$ cat src/rtl/cell_life_pkg.sv
// Shared constants, FSM state type and cell addressing for the cell life engine.
package cell_life_pkg;

    localparam int GRID_DIM     = 16;
    localparam int LOAD_CYCLES  = 257;
    localparam int WRITE_CYCLES = 256;

    typedef enum logic [1:0] {
        ST_IDLE,
        ST_LOAD,
        ST_WRITE,
        ST_DONE
    } state_t;

    // idx is {y, x}, so ascending idx walks the grid row-major.
    function automatic logic [31:0] cell_addr(input logic [31:0] base, input logic [7:0] idx);
        return base + {22'h0, idx, 2'b00};
    endfunction

endpackage

$ cat src/rtl/cell_life_engine_if.sv
// Cell memory bus: one read port with one-cycle latency, one write port.
interface cell_life_engine_if;
    logic [31:0] mem_rd_addr;
    logic [31:0] mem_rd_data;
    logic        mem_wr_ena;
    logic [31:0] mem_wr_addr;
    logic [31:0] mem_wr_data;

    modport master (
        output mem_rd_addr,
        input  mem_rd_data,
        output mem_wr_ena,
        output mem_wr_addr,
        output mem_wr_data
    );

    modport slave (
        input  mem_rd_addr,
        output mem_rd_data,
        input  mem_wr_ena,
        input  mem_wr_addr,
        input  mem_wr_data
    );
endinterface

$ cat src/rtl/life_cell_rule.sv
// B3/S23 rule for a single cell: counts eight neighbour bits and decides survival/birth.
module life_cell_rule (
    input  logic       center,
    input  logic [7:0] nbrs,
    output logic       alive
);
    logic [3:0] count;

    always_comb begin
        count = 4'd0;
        for (int i = 0; i < 8; i++) begin
            count = count + {3'b000, nbrs[i]};
        end
        alive = (count == 4'd3) || (center && (count == 4'd2));
    end
endmodule

$ cat src/rtl/cell_life_engine.sv
// Game-of-life engine over a 16x16 word-per-cell grid in external memory: snapshot the
// grid into a local shadow, then rewrite every cell with its next state.
module cell_life_engine
    import cell_life_pkg::*;
#(
    parameter logic [31:0] BASE_ADDR  = 32'h0000_0000,
    parameter logic [31:0] ALIVE_WORD = 32'h00FF_FFFF,
    parameter logic [31:0] DEAD_WORD  = 32'h0000_0000
) (
    input  logic               clk,
    input  logic               rstb,
    input  logic               step,
    input  logic               core_ena,
    input  logic               wrap,
    cell_life_engine_if.master mem,
    output logic               busy,
    output logic               done,
    output logic [31:0]        generation
);
    localparam logic [8:0]        LOAD_LAST  = 9'(LOAD_CYCLES - 1);
    localparam logic [8:0]        WRITE_LAST = 9'(WRITE_CYCLES - 1);
    localparam logic signed [5:0] EDGE       = 6'(GRID_DIM - 1);
    localparam logic signed [1:0] DM         = -2'sd1;
    localparam logic signed [1:0] DZ         = 2'sd0;
    localparam logic signed [1:0] DP         = 2'sd1;

    state_t       state, state_nxt;
    logic [8:0]   cnt;
    logic [7:0]   cap_idx;
    logic [7:0]   nidx;
    logic         wrap_q;
    logic [255:0] shadow;
    logic [255:0] grid;
    logic [7:0]   nbrs;
    logic         center;
    logic         alive_nxt;
    logic         unused_rd_bits;

    assign unused_rd_bits = ^mem.mem_rd_data[31:1];

    function automatic logic nbr_bit(input logic [255:0] g, input logic [7:0] idx,
                                     input logic signed [1:0] dx, input logic signed [1:0] dy,
                                     input logic wrap_en);
        logic signed [5:0] nx;
        logic signed [5:0] ny;
        nx = $signed({2'b00, idx[3:0]}) + 6'(dx);
        ny = $signed({2'b00, idx[7:4]}) + 6'(dy);
        if (!wrap_en && (nx < 6'sd0 || ny < 6'sd0 || nx > EDGE || ny > EDGE))
            return 1'b0;
        // Keeping only the low nibble gives modulo-16 wrap for the toroidal case.
        return g[{ny[3:0], nx[3:0]}];
    endfunction

    always_ff @(posedge clk) begin
        if (rstb) state <= ST_IDLE;
        else      state <= state_nxt;
    end

    always_comb begin
        state_nxt = state;
        case (state)
            ST_IDLE:  if (step && core_ena) state_nxt = ST_LOAD;
            ST_LOAD:  if (cnt == LOAD_LAST) state_nxt = ST_WRITE;
            ST_WRITE: if (cnt == WRITE_LAST) state_nxt = ST_DONE;
            ST_DONE:  state_nxt = ST_IDLE;
            default:  state_nxt = ST_IDLE;
        endcase
    end

    always_ff @(posedge clk) begin
        if (rstb) begin
            cnt <= 9'd0;
        end else begin
            case (state)
                ST_LOAD:  cnt <= (cnt == LOAD_LAST) ? 9'd0 : cnt + 9'd1;
                ST_WRITE: cnt <= cnt + 9'd1;
                default:  cnt <= 9'd0;
            endcase
        end
    end

    // Read data lags its address by one cycle, so cycle k captures cell k-1.
    assign cap_idx = cnt[7:0] - 8'd1;

    always_ff @(posedge clk) begin
        if (state == ST_LOAD && cnt != 9'd0)
            shadow[cap_idx] <= mem.mem_rd_data[0];
        if (state == ST_IDLE && state_nxt == ST_LOAD)
            wrap_q <= wrap;
    end

    // Cell 255 arrives on the same edge that launches the first write; forward it.
    always_comb begin
        grid = shadow;
        if (state == ST_LOAD)
            grid[255] = mem.mem_rd_data[0];
    end

    assign nidx   = (state == ST_WRITE) ? cnt[7:0] + 8'd1 : 8'd0;
    assign center = grid[nidx];

    assign nbrs[0] = nbr_bit(grid, nidx, DM, DM, wrap_q);
    assign nbrs[1] = nbr_bit(grid, nidx, DZ, DM, wrap_q);
    assign nbrs[2] = nbr_bit(grid, nidx, DP, DM, wrap_q);
    assign nbrs[3] = nbr_bit(grid, nidx, DM, DZ, wrap_q);
    assign nbrs[4] = nbr_bit(grid, nidx, DP, DZ, wrap_q);
    assign nbrs[5] = nbr_bit(grid, nidx, DM, DP, wrap_q);
    assign nbrs[6] = nbr_bit(grid, nidx, DZ, DP, wrap_q);
    assign nbrs[7] = nbr_bit(grid, nidx, DP, DP, wrap_q);

    life_cell_rule u_rule (
        .center (center),
        .nbrs   (nbrs),
        .alive  (alive_nxt)
    );

    always_ff @(posedge clk) begin
        if (rstb) begin
            mem.mem_wr_ena  <= 1'b0;
            mem.mem_wr_addr <= 32'h0;
            mem.mem_wr_data <= 32'h0;
            generation      <= 32'h0;
        end else begin
            mem.mem_wr_ena <= (state_nxt == ST_WRITE);
            if (state_nxt == ST_WRITE) begin
                mem.mem_wr_addr <= cell_addr(BASE_ADDR, nidx);
                mem.mem_wr_data <= alive_nxt ? ALIVE_WORD : DEAD_WORD;
            end
            if (state == ST_WRITE && state_nxt == ST_DONE)
                generation <= generation + 32'd1;
        end
    end

    assign mem.mem_rd_addr = (state == ST_LOAD && !cnt[8]) ? cell_addr(BASE_ADDR, cnt[7:0])
                                                           : BASE_ADDR;
    assign busy = (state == ST_LOAD) || (state == ST_WRITE);
    assign done = (state == ST_DONE);

endmodule

$ cat src/flat_wrapper.sv
// flat-port wrapper written by rule: the top's interface ports become plain ports
module cell_life_engine_flat import cell_life_pkg::*;
#(
    parameter logic [31:0] BASE_ADDR  = 32'h0000_0000,
    parameter logic [31:0] ALIVE_WORD = 32'h00FF_FFFF,
    parameter logic [31:0] DEAD_WORD  = 32'h0000_0000
)
  (clk, rstb, step, core_ena, wrap, busy, done, generation, mem_mem_rd_addr, mem_mem_rd_data, mem_mem_wr_ena, mem_mem_wr_addr, mem_mem_wr_data);
  cell_life_engine_if mem_i ();
  input  logic clk;
  input  logic rstb;
  input  logic step;
  input  logic core_ena;
  input  logic wrap;
  output logic busy;
  output logic done;
  output logic [31:0] generation;
  output wire logic [$bits(mem_i.mem_rd_addr)-1:0] mem_mem_rd_addr;
  input wire logic [$bits(mem_i.mem_rd_data)-1:0] mem_mem_rd_data;
  output wire logic [$bits(mem_i.mem_wr_ena)-1:0] mem_mem_wr_ena;
  output wire logic [$bits(mem_i.mem_wr_addr)-1:0] mem_mem_wr_addr;
  output wire logic [$bits(mem_i.mem_wr_data)-1:0] mem_mem_wr_data;
  assign mem_mem_rd_addr = mem_i.mem_rd_addr;
  assign mem_i.mem_rd_data = mem_mem_rd_data;
  assign mem_mem_wr_ena = mem_i.mem_wr_ena;
  assign mem_mem_wr_addr = mem_i.mem_wr_addr;
  assign mem_mem_wr_data = mem_i.mem_wr_data;
  cell_life_engine #(.BASE_ADDR(BASE_ADDR), .ALIVE_WORD(ALIVE_WORD), .DEAD_WORD(DEAD_WORD)) u_core (.clk(clk), .rstb(rstb), .step(step), .core_ena(core_ena), .wrap(wrap), .mem(mem_i), .busy(busy), .done(done), .generation(generation));
endmodule
$ cat config.mk
export PLATFORM = sky130hd
export DESIGN_NAME = cell_life_engine_flat
export DESIGN_NICKNAME = d
export VERILOG_FILES = /design/src/rtl/cell_life_pkg.sv /design/src/rtl/cell_life_engine_if.sv /design/src/rtl/life_cell_rule.sv /design/src/rtl/cell_life_engine.sv /design/src/flat_wrapper.sv
export SDC_FILE = /design/constraint.sdc
export NUM_CORES = 1
export LEC_CHECK = 0
export CAP_MARGIN = 10
export CORE_UTILIZATION = 35
export CTS_CLUSTER_SIZE = 30
export DETAILED_ROUTE_END_ITERATION = 8
export PLACE_DENSITY = 0.52
export SLEW_MARGIN = 5
export SYNTH_ARGS = -nofsm -noshare
export SYNTH_HDL_FRONTEND = slang
export SYNTH_SLANG_ARGS = --single-unit
$ cat constraint.sdc
create_clock -name clk -period 10.33 [get_ports clk]
set_input_delay 2.066 -clock clk [delete_from_list [all_inputs] [get_ports clk]]
set_output_delay 2.066 -clock clk [all_outputs]
set_load 0.1 [all_outputs]
== Yosys cells after proc, flatten, opt, wreduce, memory -nomap -nowiden ==
Index checks and enable logic that the tools add are counted.

* Register bits: 341
* Input bits: 37
* Output and inout bits: 131
* Word-level logic and storage cells: 156

* Add/subtract/negate cells: 15
* Magnitude comparators: 23
* Equality and inequality tests: 10
* Multiplexer cells: 55
* Reductions and logical operators: 45

{| class="wikitable"
|+ Operator list
! kind !! count
|-
| $bwmux 256 || 1
|-
| $lt 8x9->1 const B || 10
|-
| $bmux 1 s8 || 9
|-
| $mux 1 || 35
|-
| $add 32x1->32 const B || 1
|-
| $logic_or 1x1->1 || 26
|-
| $gt 6x5->1 const B || 4
|-
| $lt 6x1->1 const B || 4
|-
| $mux 24 || 1
|-
| $pmux 9 s2 || 1
|-
| $add 4x1->4 || 4
|-
| $logic_and 1x1->1 || 15
|-
| $add 5x1->6 const B || 2
|-
| $add 4x1->5 const B || 2
|-
| $mux 10 || 1
|-
| $add 9x1->9 const B || 1
|-
| $eq 9x8->1 const B || 1
|-
| $eq 9x9->1 const B || 1
|-
| $mux 9 || 1
|-
| $reduce_bool 9->1 || 1
|-
| $add 8x1->8 const B || 1
|-
| $demux 1 s8 || 1
|-
| $eq 2x2->1 const B || 4
|-
| $eq 4x2->1 const B || 2
|-
| 13 further kinds || 19
|}

== Depth between registers and ports, before layout ==
Gate-level depths: netlist (run 1).

* Word-level depth: 21
* Gate-level depth with buffers: 31
* Depth with buffers taken out: 23

== Hierarchy ==
A second synthesis (run 1) with hierarchy kept.

* Cells, all modules: 1755
* Area, all modules: 19197.2 sq um

{| class="wikitable"
|+ Modules (own cells, without submodules)
! module !! times used !! cells each !! area an instance (sq um) !! seq. area each (sq um)
|-
| cell_life_engine || 1 || 1738 || 19034.5 || 8778.4
|-
| life_cell_rule || 1 || 17 || 162.7 || 0.0
|}

== Worst setup path after synthesis (run 1) ==
OpenSTA, ideal clock, no wires.

* Kind: reg2reg
* From: register u_core.cnt[0]
* To: register u_core.mem.mem_wr_data[22]
* Library setup time: 0.093 ns
* Data arrival time: 7.252 ns
* Data required time: 10.237 ns
* Setup slack: 2.985 ns
* Stages on the path, launching flop included: 29
* Buffers on the path: 7
* Clock period less this slack: 7.345 ns
* Path through: dfxtp_1 buf_2 inv_1 clkbuf_1 ha_1 buf_2 nand2_1 clkbuf_1 buf_1 ha_1 clkbuf_1 xor3_1 nor2_1 clkbuf_1 a221oi_1 mux2_2 and3_1 a211o_1 a31oi_1 a21oi_1 o32ai_1 fa_1 fa_1 fa_1 ha_1 fa_1 o21ai_0 nand4b_1 o32ai_1

* Word-level cells in the longest chain between the ends: 21
* Elaborated cells on any way between the ends: 102
* Those cells by class: add/sub: 12; order compare: 12; eq/ne: 5; mux: 39; reduce/logical: 34

{| class="wikitable"
|+ Ends and longest elaborated chain
! item !! line !! RTL
|-
| start, declared || cell_life_engine.sv:28 || <nowiki>logic [8:0] cnt;</nowiki>
|-
| start signal, assigned || cell_life_engine.sv:75 || <nowiki>ST_LOAD: cnt <= (cnt == LOAD_LAST) ? 9'd0 : cnt + 9'd1;</nowiki>
|-
| start signal, assigned || cell_life_engine.sv:76 || <nowiki>ST_WRITE: cnt <= cnt + 9'd1;</nowiki>
|-
| branches (longest 21 deep; another with $add 8x1->8) || -- ||
|-
| end signal, assigned || cell_life_engine.sv:127 || <nowiki>mem.mem_wr_data <= alive_nxt ? ALIVE_WORD : DEAD_WORD;</nowiki>
|-
| end, declared || cell_life_engine_if.sv:14 || <nowiki>output mem_wr_data</nowiki>
|}

Several ways; the timed one is not identified. The select of a mux whose other input is x is not followed.
A chain may end at the register's enable or synchronous reset.

== Worst setup path after layout (run 1) ==
Same ends and word-level chain as after synthesis.

==> flow_summary.yaml, run 1 <==
synth:
  synth_ff_type: "edfxtp_1"
  synth_area_per_cell_um2: 9.359
  yosys_register_bits: 310
  syn-instance-count: 2238
  async_flop_share_pct: 0
  part_of_the_yosys_area_used_for_sequential_elements_pct: 41.91
  synth-edff-count: 257
  yosys.cell_types.count: 93
  syn-cell-area_um2: 20950
  synth_warnings: 0
finish:
  drive_gt1_share_pct: 9.675
  sequential_cell_area_um2: 8782
  most_common_cell_after_layout_fill_and_taps_aside: "nor2_1"
  multi_input_comb_area_um2: 10970
  mostFrequentLayoutCells: "381 x nor2_1, 325 x nand2_1, 257 x edfxtp_1"
  final_core_utilization_pct: 39.29
  antenna_diode_instance_count: 0
  area_growth_syn_to_layout_pct: 10.72
  post_layout_net_count: 2277
  num-fill-cells: 5827
sta:
  max_clock_freq_mhz: 118.2
  min_period_over_period_pct: 81.91
  drv_slew: 0
  hold_violations: 0
  tightest_slew_ns: 1.141
  setup_viol: 0
  clock_skew_ns: 0.02859
  fin_tns_setup_ns: 0
  slew_headroom_pct: 23.35
  min_period_ns: 8.462
  setup_repair_after_global_routing_missed_its_margin: "false"
  timing.final.ws_setup_ns: 1.868
route:
  detail_route.wirelength.met1_mm: 32.14
  drc_markers: 0
  dr.pass1.iters: 5
  drt-wirelength-per-cell_um: 25.46
  dr_wl_met3_mm: 6.411
  num_vias: 17950
  dr_wl_met2_mm: 34.86
  vias_per_cell: 5.951
  top_signal_layer_used: "met4"
  drtIter0Drc: 1746
  final_wirelength_mm: 76.79
  drtAntennaViolNets: 0
die:
  design.core.area_um2: 59020
  initial_utilization_pct: 35.49
  rows: 89
  fp.dieArea_um2: 60830
  num_ports: 168
  fp.dieW_um: 246.6
  chipHeight_um: 246.6
worst_setup_path:
  reg2regPathDepth: 19
  sort_of_element_at_the_end_of_the_critical_path: "flop"
  worstPathRequired_ns: 10.80
  arrival_time_of_the_worst_setup_path_ns: 8.93
  timing.critical_path.mode_cell: "fa_1"
  slowest_delay_ns: 0.85
  critPathLaunchType: "flop"
  peak_fanout_along_the_critical_path: 60
  timing.critical_path.slowest_stage_cell: "nand2_2"
  cell_by_cell_listing_of_the_critical_path: "buf_4, buf_4, ha_1, xor2_4, nand2_1, nand2_2, mux4_2, mux2i_1, mux4_2, a21oi_1, a211oi_1, fa_1, fa_1, fa_1, ha_1, fa_1, o21ai_0, nand4b_1, o32ai_1"
  critical_path_class: "reg -> reg"
place:
  place_congestion: 1.000
  place_hpwl_mm: 49.50
  io_buffer_count: 80
  pre_cts_slack_ns: 1.867
clocking:
  cts.hold.buffers_added: 0
  clock_path_buffers: 3
  cts.root.buffer_cell: "clkbuf_16"
  cts_made_buffers: 37
  clock_insertion_delay_worst_skew_ns: 0.57
  clkSlewWorstSetupHoldPaths_ns: 0.07
  numClockSinks: 310
  cts_htree_levels: 2
  cts_tree: "yes"
  cts_setup_buffers: 0
  cts_repair_resize_count: 0
min_path:
  hold-path-cell-count: 2
  timing.hold.worst.class: "reg -> reg"
run_status:
  status: "finished clean"
pwr:
  cell_internal_power_mw: 2.084
  leakage_nw: 7.448
  switching_share_pct: 24.32
  vdd.ir_drop.worst_mv: 0.1059
  totalPowerFinal_mw: 2.754
  p_per_area_nw_per_um2: 118.8
  power.net_switching_mw: 0.6697
  p_seq_share_pct: 49.1
  power.combinational.fraction_pct: 5.0
  clock_network_fraction_of_design_power_pct: 45.9
grt:
  vias_in_the_first_global_route: 17030
  initial_antenna_violation_count: 0
  grt_usage_pct: 25.21
  grt_pass1_wl_mm: 112.5
  grt_max_degree: 91
  overflow: 0
flow_run:
  maxCapViolCount: 0
power by group through the flow:
stage / Clock, mW / Sequential, mW / Combinational [mW]
2_1_floorplan: 0 / 1.38 / 0.128
3_3_place_gp: 0 / 1.38 / 0.135
3_5_place_dp: 0 / 1.38 / 0.136
4_1_cts: 1.29 / 1.35 / 0.136
5_1_grt: 1.34 / 1.35 / 0.143
6_report: 1.26 / 1.35 / 0.137
layer usage:
metal	vias to the layer above	GRT usage (%)
li1	7971	-
met4	0	11.07
met1	8835	33.76
met2	953	40.23
met5	-	0
met3	189	3.758
metrics by stage:
step	hold slack [ns]	cells	area [um^2]
CTS	0.5048	3016	23190
finish	0.5006	3016	23190
global placement	0.4747	2950	22040
detailed placement	0.4907	2950	22040
global route	0.5394	3016	23190
floorplan	0.6118	2293	21150
Yosys cell counts, types with 10 or more instances:
library cell,number,area (um^2)
a211oi_1,53,397.9
a21oi_1,84,420.4
a311oi_1,37,324.1
a31oi_1,29,181.4
and2_1,21,131.4
and3_1,16,100.1
buf_1,10,37.54
buf_2,43,215.2
buf_4,88,660.6
clkbuf_1,104,390.4
dfxtp_1,53,1061
edfxtp_1,257,7717
ha_1,20,250.2
inv_1,27,101.4
mux2_2,19,214.0
mux2i_1,133,1331
mux4_2,52,1171
nand2_1,329,1235
nand2b_1,17,106.4
nand3_1,70,350.3
nand4_1,15,93.84
nor2_1,382,1434
nor2b_1,33,206.5
nor3_1,48,240.2
o2111ai_1,12,105.1
o211ai_1,16,120.1
o21ai_0,34,170.2
o22a_1,10,87.58
o311ai_1,14,122.6
xnor2_1,27,236.5
xor2_1,24,210.2
kinds of logic (layout without fill, tap and decap cells):
kind of cell / count (synthesis) / after routing / synth area share [%]
buffers and inverters: 280 / 230 / 6.971
and+or+nand+nor: 972 / 972 / 20.34
AOI/OAI and AO/OA: 382 / 382 / 12.94
other: 1 / 56 / 0.01790
adders and majority gates: 24 / 24 / 1.577
DFF: 310 / 310 / 41.91
muxes: 212 / 212 / 13.50
xor gates and xnor gates: 57 / 57 / 2.742
worst paths after layout:
| path | startpoint | end | slack, ns |
|---|---|---|---|
| worst max-delay path | u_core.cnt[0] | u_core.mem.mem_wr_data[22] | 1.87 |
| worst min-delay path | u_core.mem.mem_wr_addr[6] | u_core.mem.mem_wr_addr[6] | 0.50 |
| worst max register to register | u_core.cnt[0] | u_core.mem.mem_wr_data[22] | 1.87 |
| worst min register to register | u_core.mem.mem_wr_addr[6] | u_core.mem.mem_wr_addr[6] | 0.50 |
cell type report:
class / instances / area share [%]
Timing Repair Buffer: 132 / 5.120
Clock inverter: 16 / 0.4208
Clock buffer: 50 / 4.559
Sequential cell: 310 / 37.87
Tap cell: 773 / 4.170
Inverter: 32 / 0.5395
Multi-Input combinational cell: 1703 / 47.32
state kept, by name, indices dropped and copies added (netlist names):
| signal | flops |
|---|---|
| u_core.shadow | 256 |
| u_core.state | 2 |
| u_core.wrap_q | 1 |
| u_core.cnt | 9 |
| u_core.generation | 32 |
| u_core.mem.mem_wr_data | 1 |
| u_core.mem.mem_wr_addr | 8 |
| u_core.mem.mem_wr_ena | 1 |
worst max-delay path: cells and delay by family, from the launching register on:
family	cells	cell delay, ns
flip-flops	1	0.34
XOR/XNOR	1	0.43
buffers and inverters	2	1.16
multiplexers	3	1.38
AO/OA/AOI/OAI	4	0.84
adder cells (fa/ha/maj)	6	2.72
AND/OR/NAND/NOR	3	1.41
No activity file was read; power rests on OpenSTA's default activity.
==> inputs of run 2 (changes only) <==
==> constraint.sdc (replaced) <==
create_clock -name clk -period 8.15 [get_ports clk]
set_input_delay 1.63 -clock clk [delete_from_list [all_inputs] [get_ports clk]]
set_output_delay 1.63 -clock clk [all_outputs]
set_load 0.1 [all_outputs]
==> run 2 against run 1 <==
Compared with the run above:
- global-route usage is 0.74 points higher
- cell area is 0.87% higher
- die area stayed put
- register-to-register slack worse by 1.1 ns
- cell count is 0.60% higher
- largest cell class unchanged
- utilization is 0.34 points higher
- critical path depth is 4 higher
==> flow_summary.yaml, run 2 (synthesis gave the netlist of run 1 again) <==
clocking:
  cts_repair_resize_count: 0
  numClockSinks: 310
  cts.hold.buffers_added: 0
  cts_setup_buffers: 0
  cts.root.buffer_cell: "clkbuf_16"
  cts_made_buffers: 39
  cts_htree_levels: 2
  clock_insertion_delay_worst_skew_ns: 0.57
  clkSlewWorstSetupHoldPaths_ns: 0.05
  cts_tree: "yes"
  clock_path_buffers: 3
worst_setup_path:
  timing.critical_path.slowest_stage_cell: "dfxtp_1"
  slowest_delay_ns: 0.55
  setup.worst_path.end: "u_core.mem.mem_wr_data[22]"
  peak_fanout_along_the_critical_path: 24
  critical_path_class: "reg -> reg"
  worstPathRequired_ns: 8.62
  reg2regPathDepth: 23
  arrival_time_of_the_worst_setup_path_ns: 7.83
  rr_endpoint: "u_core.mem.mem_wr_data[22]"
  rrSetupSlack_ns: 0.79
  sort_of_element_at_the_end_of_the_critical_path: "flop"
  rr_startpoint: "u_core.cnt[1]"
  timing.critical_path.mode_cell: "fa_1"
  critPathLaunchType: "flop"
  crit_start: "u_core.cnt[1]"
  cell_by_cell_listing_of_the_critical_path: "inv_1, ha_1, nand2_4, ha_2, nor2b_1, nand2_1, nand2_2, buf_4, nand2_1, and3_1, a31oi_1, or3_1, nand4_1, a21oi_1, o32ai_1, fa_1, fa_1, fa_1, ha_1, fa_1, o21ai_0, nand4b_1, o32ai_1"
die:
  rows: 89
  design.core.area_um2: 59020
  num_ports: 168
  fp.dieW_um: 246.6
  chipHeight_um: 246.6
  fp.dieArea_um2: 60830
  initial_utilization_pct: 35.49
finish:
  drive_gt1_share_pct: 10.31
  top_reg_by_flops: "u_core.shadow"
  post-route-cell-area_um2: 23390
  most_common_cell_after_layout_fill_and_taps_aside: "nor2_1"
  mostFrequentLayoutCells: "381 x nor2_1, 322 x nand2_1, 257 x edfxtp_1"
  final_core_utilization_pct: 39.64
  post_layout_net_count: 2293
  final_cells: 3034
  largest_register_ffs: 256
  antenna_diode_instance_count: 0
  area_growth_syn_to_layout_pct: 11.69
  layout_top_registers: "u_core.shadow x256, u_core.generation x32, u_core.cnt x9"
min_path:
  timing.hold.worst.class: "reg -> reg"
route:
  drc_markers: 0
  final_wirelength_mm: 79.56
  drtIter0Drc: 1863
  drt-wirelength-per-cell_um: 26.22
  drtAntennaViolNets: 0
  num_vias: 18090
  vias_per_cell: 5.963
  dr.pass1.iters: 8
sta:
  slew_headroom_pct: 30.63
  fin_tns_setup_ns: 0
  min_period_over_period_pct: 90.29
  tightest_slew_ns: 1.024
  clock_skew_ns: 0.01238
  timing.final.ws_setup_ns: 0.7917
  min_period_ns: 7.358
  final.hold.worst_slack_ns: 0.4929
  setup_viol: 0
  setup_repair_after_global_routing_missed_its_margin: "false"
  drv_slew: 0
  max_clock_freq_mhz: 135.9
  hold_violations: 0
run_status:
  status: "finished clean"
place:
  pre_cts_slack_ns: 0.9237
  place_hpwl_mm: 51.49
  place_congestion: 1.015
  io_buffer_count: 80
  dp.cells: 2964
  detailed_place.area_um2: 22190
grt:
  initial_antenna_violation_count: 0
  grt_usage_pct: 25.95
  grt_max_degree: 105
  overflow: 0
  vias_in_the_first_global_route: 17090
  grt_pass1_wl_mm: 115.8
pwr:
  vdd.ir_drop.worst_mv: 0.1612
  leakage_nw: 7.560
  totalPowerFinal_mw: 3.558
  p_per_area_nw_per_um2: 152.1
flow_run:
  maxCapViolCount: 0
## run 2: cell types whose count changed in the layout (fill, tap and decap cells not counted)
cell       previous run  this run
clkbuf_16            39        42
o221ai_4              0         1
xnor2_4               3         2
buf_12                0         3
nand2_1             325       322
nand2_2               6         9
clkbuf_8              4         0
xnor2_2               1         2
buf_4                52        63
clkinv_1             10        14
o221ai_2              1         0
bufinv_16             0         1
clkinv_8              1         0
clkbuf_1              7         8
## run 2: layer usage
metal | track usage, % | routed length, um | up-vias | share of wire [%]
li1 | - | - | 7993 | -
met1 | 34.64 | 33210 | 8955 | 42
met2 | 42.09 | 36600 | 967 | 46
met3 | 3.900 | 6546 | 178 | 8.2
met4 | 10.15 | 3203 | 0 | 4.0
met5 | 0 | 0 | - | 0
## run 2: how the worst min path moves through the flow
stage	start	end	slack [ns]	cells past startpoint
2_1_floorplan	u_core.cnt[8]	u_core.cnt[8]	0.61	3
3_3_place_gp	u_core.mem.mem_wr_addr[2]	u_core.mem.mem_wr_addr[2]	0.47	2
3_5_place_dp	u_core.mem.mem_wr_addr[9]	u_core.mem.mem_wr_addr[9]	0.48	2
4_1_cts	u_core.mem.mem_wr_addr[5]	u_core.mem.mem_wr_addr[5]	0.50	2
5_1_grt	u_core.mem.mem_wr_addr[9]	u_core.mem.mem_wr_addr[9]	0.51	2
6_report	u_core.mem.mem_wr_addr[9]	u_core.mem.mem_wr_addr[9]	0.49	2
## run 2: final cells by class
class / count / area, um^2
fillers: 5859 / 35630
multi-input cells: 1703 / 10980
flip-flops and latches: 310 / 8782
repair buffers: 146 / 1330
clock buffers: 50 / 1081
well taps: 773 / 967.2
clock inverters: 20 / 126.4
inverters: 32 / 125.1
## run 2: critical path, delay by kind of cell (launching register included)
| kind | cells | cell delay [ns] |
|---|---|---|
| flops | 1 | 0.55 |
| compound gates | 5 | 1.34 |
| simple gates | 9 | 1.85 |
| buf+inv | 2 | 0.57 |
| fa+ha+maj | 7 | 2.93 |
## run 2: power breakdown
part | switching (mW) | total [mW] | leakage [nW] | internal, mW
clock network | 0.701 | 1.67 | 0.596 | 0.967
registers | 0.00117 | 1.72 | 2.74 | 1.71
logic | 0.159 | 0.175 | 4.23 | 0.0155
